File: config.mk
export PLATFORM = sky130hd
export DESIGN_NAME = pool_out_writer
export DESIGN_NICKNAME = d
export VERILOG_FILES = /design/src/rtl/pool_out_writer_pkg.sv /design/src/rtl/pool_out_writer_fifo.sv /design/src/rtl/pool_out_writer.sv
export SDC_FILE = /design/constraint.sdc
export NUM_CORES = 2
export LEC_CHECK = 0
export BUFFER_PORTS_ARGS = -buffer_cell sky130_fd_sc_hd__clkbuf_2
export CELL_PAD_IN_SITES_DETAIL_PLACEMENT = 0
export CELL_PAD_IN_SITES_GLOBAL_PLACEMENT = 2
export CORE_MARGIN = 2
export CORE_UTILIZATION = 33
export DETAILED_ROUTE_END_ITERATION = 12
export GPL_TIMING_DRIVEN = 0
export PLACE_DENSITY_LB_ADDON = 0.1
export SLEW_MARGIN = 25
export SYNTH_ARGS = -nofsm -noshare
export SYNTH_HDL_FRONTEND = slang
export SYNTH_SLANG_ARGS = --single-unit
File: constraint.sdc
create_clock -name clk -period 6.7 [get_ports clk]
set_input_delay 1.34 -clock clk [delete_from_list [all_inputs] [get_ports clk]]
set_output_delay 1.34 -clock clk [all_outputs]
set_load 0.02 [all_outputs]
File: src/rtl/pool_out_writer_pkg.sv
// Shared constants for the pooling output writer: FSM encodings and
// the packed-word byte-size helper used by the address generator.
package pool_out_writer_pkg;

  localparam logic [1:0] ST_IDLE = 2'd0;
  localparam logic [1:0] ST_RUN  = 2'd1;
  localparam logic [1:0] ST_DONE = 2'd2;

  // Bytes occupied in memory by one packed word.
  function automatic int unsigned bytes_per_word(input int unsigned data_width);
    return data_width / 32'd8;
  endfunction

endpackage

File: src/rtl/pool_out_writer_fifo.sv
// Input buffer for the pooling output writer. First-word-fall-through FIFO:
// the head entry is visible on pop_data_o whenever empty_o is low.
// Pushes while full and pops while empty are ignored.
module pool_out_writer_fifo #(
  parameter int DATA_WIDTH      = 64,
  parameter int FIFO_ADDR_WIDTH = 4
) (
  input  logic                  clk,
  input  logic                  reset,
  input  logic                  push_i,
  input  logic [DATA_WIDTH-1:0] push_data_i,
  input  logic                  pop_i,
  output logic [DATA_WIDTH-1:0] pop_data_o,
  output logic                  full_o,
  output logic                  empty_o
);

  localparam int DEPTH = 1 << FIFO_ADDR_WIDTH;

  logic [DATA_WIDTH-1:0]    mem_q [DEPTH];
  logic [FIFO_ADDR_WIDTH:0] wr_ptr_q;
  logic [FIFO_ADDR_WIDTH:0] rd_ptr_q;
  logic                     do_push;
  logic                     do_pop;

  // Pointers carry one extra wrap bit so full and empty are distinguishable.
  assign full_o  = (wr_ptr_q[FIFO_ADDR_WIDTH] != rd_ptr_q[FIFO_ADDR_WIDTH]) &&
                   (wr_ptr_q[FIFO_ADDR_WIDTH-1:0] == rd_ptr_q[FIFO_ADDR_WIDTH-1:0]);
  assign empty_o = (wr_ptr_q == rd_ptr_q);
  assign do_push = push_i && !full_o;
  assign do_pop  = pop_i && !empty_o;

  assign pop_data_o = mem_q[rd_ptr_q[FIFO_ADDR_WIDTH-1:0]];

  // Pointer update; reset empties the buffer.
  always_ff @(posedge clk) begin
    if (reset) begin
      wr_ptr_q <= '0;
      rd_ptr_q <= '0;
    end else begin
      if (do_push) begin
        wr_ptr_q <= wr_ptr_q + {{FIFO_ADDR_WIDTH{1'b0}}, 1'b1};
      end
      if (do_pop) begin
        rd_ptr_q <= rd_ptr_q + {{FIFO_ADDR_WIDTH{1'b0}}, 1'b1};
      end
    end
  end

  // Storage array; contents need no reset since the pointers gate visibility.
  always_ff @(posedge clk) begin
    if (do_push) begin
      mem_q[wr_ptr_q[FIFO_ADDR_WIDTH-1:0]] <= push_data_i;
    end
  end

endmodule

File: src/rtl/pool_out_writer.sv
// Pooling output writer: buffers packed pooled words, then writes them to
// a strided output feature map tile (rows x words_per_row) over a
// valid/ready write port, pulsing done when the tile is complete.
module pool_out_writer
  import pool_out_writer_pkg::*;
#(
  parameter int OP_WIDTH        = 16,
  parameter int NUM_PE          = 4,
  parameter int DATA_WIDTH      = OP_WIDTH * NUM_PE,
  parameter int ADDR_WIDTH      = 32,
  parameter int DIM_WIDTH       = 10,
  parameter int FIFO_ADDR_WIDTH = 4
) (
  input  logic                  clk,
  input  logic                  reset,
  input  logic                  start,
  input  logic [ADDR_WIDTH-1:0] cfg_base_addr,
  input  logic [DIM_WIDTH-1:0]  cfg_words_per_row,
  input  logic [DIM_WIDTH-1:0]  cfg_num_rows,
  input  logic [ADDR_WIDTH-1:0] cfg_row_stride,
  output logic                  busy,
  output logic                  done,
  output logic                  overflow,
  input  logic [DATA_WIDTH-1:0] in_data,
  input  logic                  in_valid,
  output logic                  in_ready,
  output logic [ADDR_WIDTH-1:0] wr_addr,
  output logic [DATA_WIDTH-1:0] wr_data,
  output logic                  wr_req,
  input  logic                  wr_ready
);

  localparam int unsigned BYTES_PER_WORD = bytes_per_word(DATA_WIDTH);

  logic [1:0]            state_q,      state_d;
  logic [DIM_WIDTH-1:0]  wpr_q,        wpr_d;
  logic [DIM_WIDTH-1:0]  rows_q,       rows_d;
  logic [ADDR_WIDTH-1:0] stride_q,     stride_d;
  logic [ADDR_WIDTH-1:0] row_base_q,   row_base_d;
  logic [DIM_WIDTH-1:0]  word_idx_q,   word_idx_d;
  logic [DIM_WIDTH-1:0]  row_idx_q,    row_idx_d;
  logic                  all_loaded_q, all_loaded_d;
  logic                  overflow_q,   overflow_d;
  logic                  wr_req_q,     wr_req_d;
  logic [ADDR_WIDTH-1:0] wr_addr_q,    wr_addr_d;
  logic [DATA_WIDTH-1:0] wr_data_q,    wr_data_d;

  logic [DATA_WIDTH-1:0] fifo_data_s;
  logic                  fifo_full_s;
  logic                  fifo_empty_s;
  logic                  load_s;
  logic                  hs_s;
  logic                  row_end_s;
  logic                  tile_end_s;
  logic [ADDR_WIDTH-1:0] word_off_s;

  pool_out_writer_fifo #(
    .DATA_WIDTH      (DATA_WIDTH),
    .FIFO_ADDR_WIDTH (FIFO_ADDR_WIDTH)
  ) u_fifo (
    .clk         (clk),
    .reset       (reset),
    .push_i      (in_valid),
    .push_data_i (in_data),
    .pop_i       (load_s),
    .pop_data_o  (fifo_data_s),
    .full_o      (fifo_full_s),
    .empty_o     (fifo_empty_s)
  );

  // Output register reloads whenever it is free or being drained this cycle,
  // which allows one write per cycle while wr_ready stays high.
  assign load_s     = (state_q == ST_RUN) && (!wr_req_q || wr_ready) &&
                      !fifo_empty_s && !all_loaded_q;
  assign hs_s       = wr_req_q && wr_ready;
  assign row_end_s  = (word_idx_q == (wpr_q - {{(DIM_WIDTH-1){1'b0}}, 1'b1}));
  assign tile_end_s = row_end_s && (row_idx_q == (rows_q - {{(DIM_WIDTH-1){1'b0}}, 1'b1}));
  assign word_off_s = ADDR_WIDTH'(word_idx_q) * ADDR_WIDTH'(BYTES_PER_WORD);

  // Next-state logic for the FSM, address generator and output register.
  always_comb begin
    state_d      = state_q;
    wpr_d        = wpr_q;
    rows_d       = rows_q;
    stride_d     = stride_q;
    row_base_d   = row_base_q;
    word_idx_d   = word_idx_q;
    row_idx_d    = row_idx_q;
    all_loaded_d = all_loaded_q;
    overflow_d   = overflow_q;
    wr_req_d     = wr_req_q;
    wr_addr_d    = wr_addr_q;
    wr_data_d    = wr_data_q;

    case (state_q)
      ST_IDLE: begin
        if (start) begin
          wpr_d        = cfg_words_per_row;
          rows_d       = cfg_num_rows;
          stride_d     = cfg_row_stride;
          row_base_d   = cfg_base_addr;
          word_idx_d   = '0;
          row_idx_d    = '0;
          all_loaded_d = 1'b0;
          overflow_d   = 1'b0;
          if ((cfg_words_per_row == '0) || (cfg_num_rows == '0)) begin
            state_d = ST_DONE;
          end else begin
            state_d = ST_RUN;
          end
        end else begin
          state_d = ST_IDLE;
        end
      end
      ST_RUN: begin
        if (load_s) begin
          wr_req_d  = 1'b1;
          wr_data_d = fifo_data_s;
          wr_addr_d = row_base_q + word_off_s;
          if (row_end_s) begin
            word_idx_d = '0;
            row_idx_d  = row_idx_q + {{(DIM_WIDTH-1){1'b0}}, 1'b1};
            row_base_d = row_base_q + stride_q;
          end else begin
            word_idx_d = word_idx_q + {{(DIM_WIDTH-1){1'b0}}, 1'b1};
          end
          if (tile_end_s) begin
            all_loaded_d = 1'b1;
          end else begin
            all_loaded_d = all_loaded_q;
          end
        end else if (hs_s) begin
          wr_req_d = 1'b0;
        end else begin
          wr_req_d = wr_req_q;
        end
        // Once every word is loaded, the only outstanding write is the last.
        if (hs_s && all_loaded_q) begin
          state_d = ST_DONE;
        end else begin
          state_d = ST_RUN;
        end
      end
      ST_DONE: begin
        state_d = ST_IDLE;
      end
      default: begin
        state_d = ST_IDLE;
      end
    endcase

    // Producer ignores backpressure: a word arriving on a full FIFO is lost.
    overflow_d = overflow_d | (in_valid & fifo_full_s);
  end

  // State, configuration, counters and output register.
  always_ff @(posedge clk) begin
    if (reset) begin
      state_q      <= ST_IDLE;
      wpr_q        <= '0;
      rows_q       <= '0;
      stride_q     <= '0;
      row_base_q   <= '0;
      word_idx_q   <= '0;
      row_idx_q    <= '0;
      all_loaded_q <= 1'b0;
      overflow_q   <= 1'b0;
      wr_req_q     <= 1'b0;
      wr_addr_q    <= '0;
      wr_data_q    <= '0;
    end else begin
      state_q      <= state_d;
      wpr_q        <= wpr_d;
      rows_q       <= rows_d;
      stride_q     <= stride_d;
      row_base_q   <= row_base_d;
      word_idx_q   <= word_idx_d;
      row_idx_q    <= row_idx_d;
      all_loaded_q <= all_loaded_d;
      overflow_q   <= overflow_d;
      wr_req_q     <= wr_req_d;
      wr_addr_q    <= wr_addr_d;
      wr_data_q    <= wr_data_d;
    end
  end

  assign busy     = (state_q != ST_IDLE);
  assign done     = (state_q == ST_DONE);
  assign overflow = overflow_q;
  assign in_ready = !fifo_full_s;
  assign wr_req   = wr_req_q;
  assign wr_addr  = wr_addr_q;
  assign wr_data  = wr_data_q;

endmodule

==> impl_metrics.csv <==
group,metric,value,unit
yosys,syn_area_per_cell,17.3,um2
cts,cts_tree,"built",
timing,max_clock_freq,240,MHz
placed_design,dpl_cell_area,55100,um2
routing,wirelength,149,mm
grt,grt_max_degree,18,
grt,grt_pass1_wl,212,mm
floorplan,fp.dieH,390,um
floorplan,core_area,148000,um2
cts,insertion_delay,0.76,ns
outcome,status,"finished clean",
yosys,synth-edff-count,1024,
layout,fillers,13400,
setup_path,critPathKind,"flip-flop to flip-flop",
timing,max-slew-margin-rel,0.282,
setup_path,reg2reg_depth,9,
grt,antenna_found_initial,20,
setup_path,reg2reg_slack,2.54,ns
timing,skew,0.0212,ns
yosys,synth_nets,3060,
yosys,async_flop_share,0,
routing,dr_total_vias,27700,
grt,grt_overflow_total,0,
layout,ff_latch_area,35100,um2
timing,rsz0062_at_grt,"false",
power_and_ir_drop,power_density,293,nW/um2
cts,cts_max_level,4,
hold_path,hp-start,"wr_data[55]",
timing,min_period,4.16,ns
setup_path,worst_ep_required_time,7.38,ns
routing,route.detailed.drc,0,
routing,routed_via_density,5.15,
hold_path,hold_class,"flip-flop to flip-flop",
layout,fin_nets,3552,
timing,timing.final.hold_violations,0,
yosys,syn_inst,2855,
power_and_ir_drop,peakVddDrop,257,uV
yosys,ys_seq_elements,1239,
cts,cts_root_buf,"clkbuf_16",
timing,slew_violations,0,
setup_path,start_kind,"flip-flop",
grt,track_usage,0.196,
routing,ant_nets,0,
power_and_ir_drop,p_total,17.5,mW
placed_design,gp_congestion,0.843,
grt,grt_pass1_vias,29100,
cts,cts_buffers,142,
floorplan,die_area,152000,um2
yosys,ys_seq_area_frac,0.712,
timing,tightest_slew,1.08,ns
layout,fin_area,59600,um2
cts,clk_pin_slew_worst_paths,0.06,ns
floorplan,die_w,390,um
run,cap_violations,0,
power_and_ir_drop,p_leak,19.4,nW
layout,multi_input_area,13700,um2
cts,cts-resized-gates,0,
setup_path,arrival,4.84,ns
layout,area_growth,20.9,%
setup_path,r2r_start,"u_fifo.rd_ptr_q[0]",
timing,hold_slack,0.452,ns
setup_path,r2r_end,"wr_data[12]",
setup_path,crit_path_max_fanout,10,
cts,cts_sinks,1239,
yosys,ys.flop_type,"edfxtp_1",
yosys,synth_cell_types,66,
cts,hold_buffers,0,
floorplan,start_util,0.333,
routing,post_drt_wl_per_cell,27.6,um
routing,first_pass_iters,6,
floorplan,io_pins,254,
timing,finalCritPeriodShare,0.621,
yosys,ys_warn_count,0,
placed_design,hpwlAfterDp,105,mm
hold_path,holdPathEnd,"wr_data[55]",
layout,drive_above_1_share,0.269,
routing,detailedRoute.firstIterationViolations,1991,
cts,post_cts_buffers,0,
timing,finalSetupViolCount,0,
hold_path,min_path_cells,2,
layout,final_util,0.402,
cts,clock_path_buffers,3,
floorplan,num_rows,141,
setup_path,worstSetupEndpointType,"flip-flop",
placed_design,numPortBuffers,252,
yosys,netlist_area,49300,um2
timing,tns,0,ns
power by group:
group / total, mW / leakage (nW) / switching, mW / internal (mW)
logic: 1.44 / 6.28 / 0.865 / 0.572
clock network: 7.44 / 2.17 / 3.05 / 4.40
registers: 8.59 / 11.0 / 0.0967 / 8.49
total: 17.5 / 19.4 / 4.01 / 13.5
flip-flops by register name (all words and copies together) (netlist names):
| signal | cells |
|---|---|
| all_loaded_q | 1 |
| overflow | 1 |
| row_base_q | 32 |
| row_idx_q | 10 |
| rows_q | 10 |
| state_q | 2 |
| stride_q | 32 |
| u_fifo.mem_q | 1024 |
| u_fifo.rd_ptr_q | 5 |
| u_fifo.wr_ptr_q | 5 |
| word_idx_q | 10 |
| wpr_q | 10 |
| wr_addr | 32 |
| wr_data | 64 |
| wr_req | 1 |
cell families after synthesis:
family / after synthesis / share of synthesized area
mux: 321 / 0.147
fa+ha+maj: 52 / 0.0135
flops: 1239 / 0.712
buf+inv: 173 / 0.0136
simple gates: 614 / 0.0541
compound gates: 356 / 0.0429
xor+xnor: 100 / 0.0178
through the flow:
| step | setup WS (ns) | instances |
|---|---|---|
| after detailed placement | 1.95 | 5133 |
| after global routing | 2.18 | 5389 |
| after floorplan | 1.60 | 2855 |
| after global placement | -3.37 | 5037 |
| after CTS | 2.43 | 5389 |
| final | 2.54 | 5390 |
placed cells by master, fill, tap and decap left out, types with 10 or more instances in the layout:
master	synthesis	routed
edfxtp_1	1024	1024
nand2_1	337	337
mux4_2	320	320
clkbuf_2	0	268
dfxtp_1	215	215
a21oi_1	204	204
clkbuf_16	0	147
clkbuf_1	109	144
nor2_1	120	108
xor2_1	54	54
ha_1	50	50
xnor2_1	46	46
nand3_1	46	46
buf_16	0	46
o21ai_0	42	42
buf_2	11	32
buf_6	0	26
a211oi_1	22	22
inv_1	20	20
nand4_1	19	19
clkinv_1	0	19
clkinv_2	0	17
buf_12	0	16
a311oi_1	15	15
nor3_1	17	13
and3_1	13	13
nor2_4	0	12
a21o_1	12	12
nand2b_1	10	10
buf_1	31	10
a31oi_1	10	10
worst max-delay path, stage by stage, from the launching register on:
cell and delay (ns):
dfxtp_1 0.35, buf_2 0.31, xor2_1 0.21, nor4_2 0.12
a2111oi_0 0.58, clkbuf_2 0.60, clkbuf_2 0.63, buf_1 0.75
nand2_1 0.31, a21oi_1 0.21
worst max-delay path by stage:
stage	cells past startpoint	to	from
2_1_floorplan	4	u_fifo.mem_q[15][0]	in_valid
3_3_place_gp	5	u_fifo.mem_q[15][18]	in_valid
4_1_cts	9	wr_data[12]	u_fifo.rd_ptr_q[0]
6_report	9	wr_data[12]	u_fifo.rd_ptr_q[0]
3_5_place_dp	8	wr_data[12]	wr_ready
5_1_grt	9	wr_data[9]	u_fifo.rd_ptr_q[0]
per-layer routing:
metal | part of all wire | wire (um) | GRT usage
met3 | 0.056 | 8400 | 0.0407
met1 | 0.42 | 62600 | 0.253
met5 | 0.00083 | 124 | 0
met2 | 0.50 | 74800 | 0.338
met4 | 0.019 | 2860 | 0.0476
synth_stat cells, types with 42 or more instances:
| cell | instances | area, um2 |
|---|---|---|
| o21ai_0 | 42 | 210 |
| xnor2_1 | 46 | 403 |
| dfxtp_1 | 215 | 4300 |
| edfxtp_1 | 1024 | 30700 |
| clkbuf_1 | 109 | 409 |
| xor2_1 | 54 | 473 |
| ha_1 | 50 | 626 |
| mux4_2 | 320 | 7210 |
| nand2_1 | 337 | 1260 |
| a21oi_1 | 204 | 1020 |
| nor2_1 | 120 | 450 |
| nand3_1 | 46 | 230 |
layout make-up:
cell class	count	share of cell area
antenna	1	0.0000420
buffer	153	0.0108
clock buffer	207	0.0670
clock inverter	49	0.00758
inverter	20	0.00126
multi-input combinational	1443	0.230
sequential	1239	0.588
tap	1930	0.0405
timing repair buffer	348	0.0547
(Power assumes the default switching activity.)
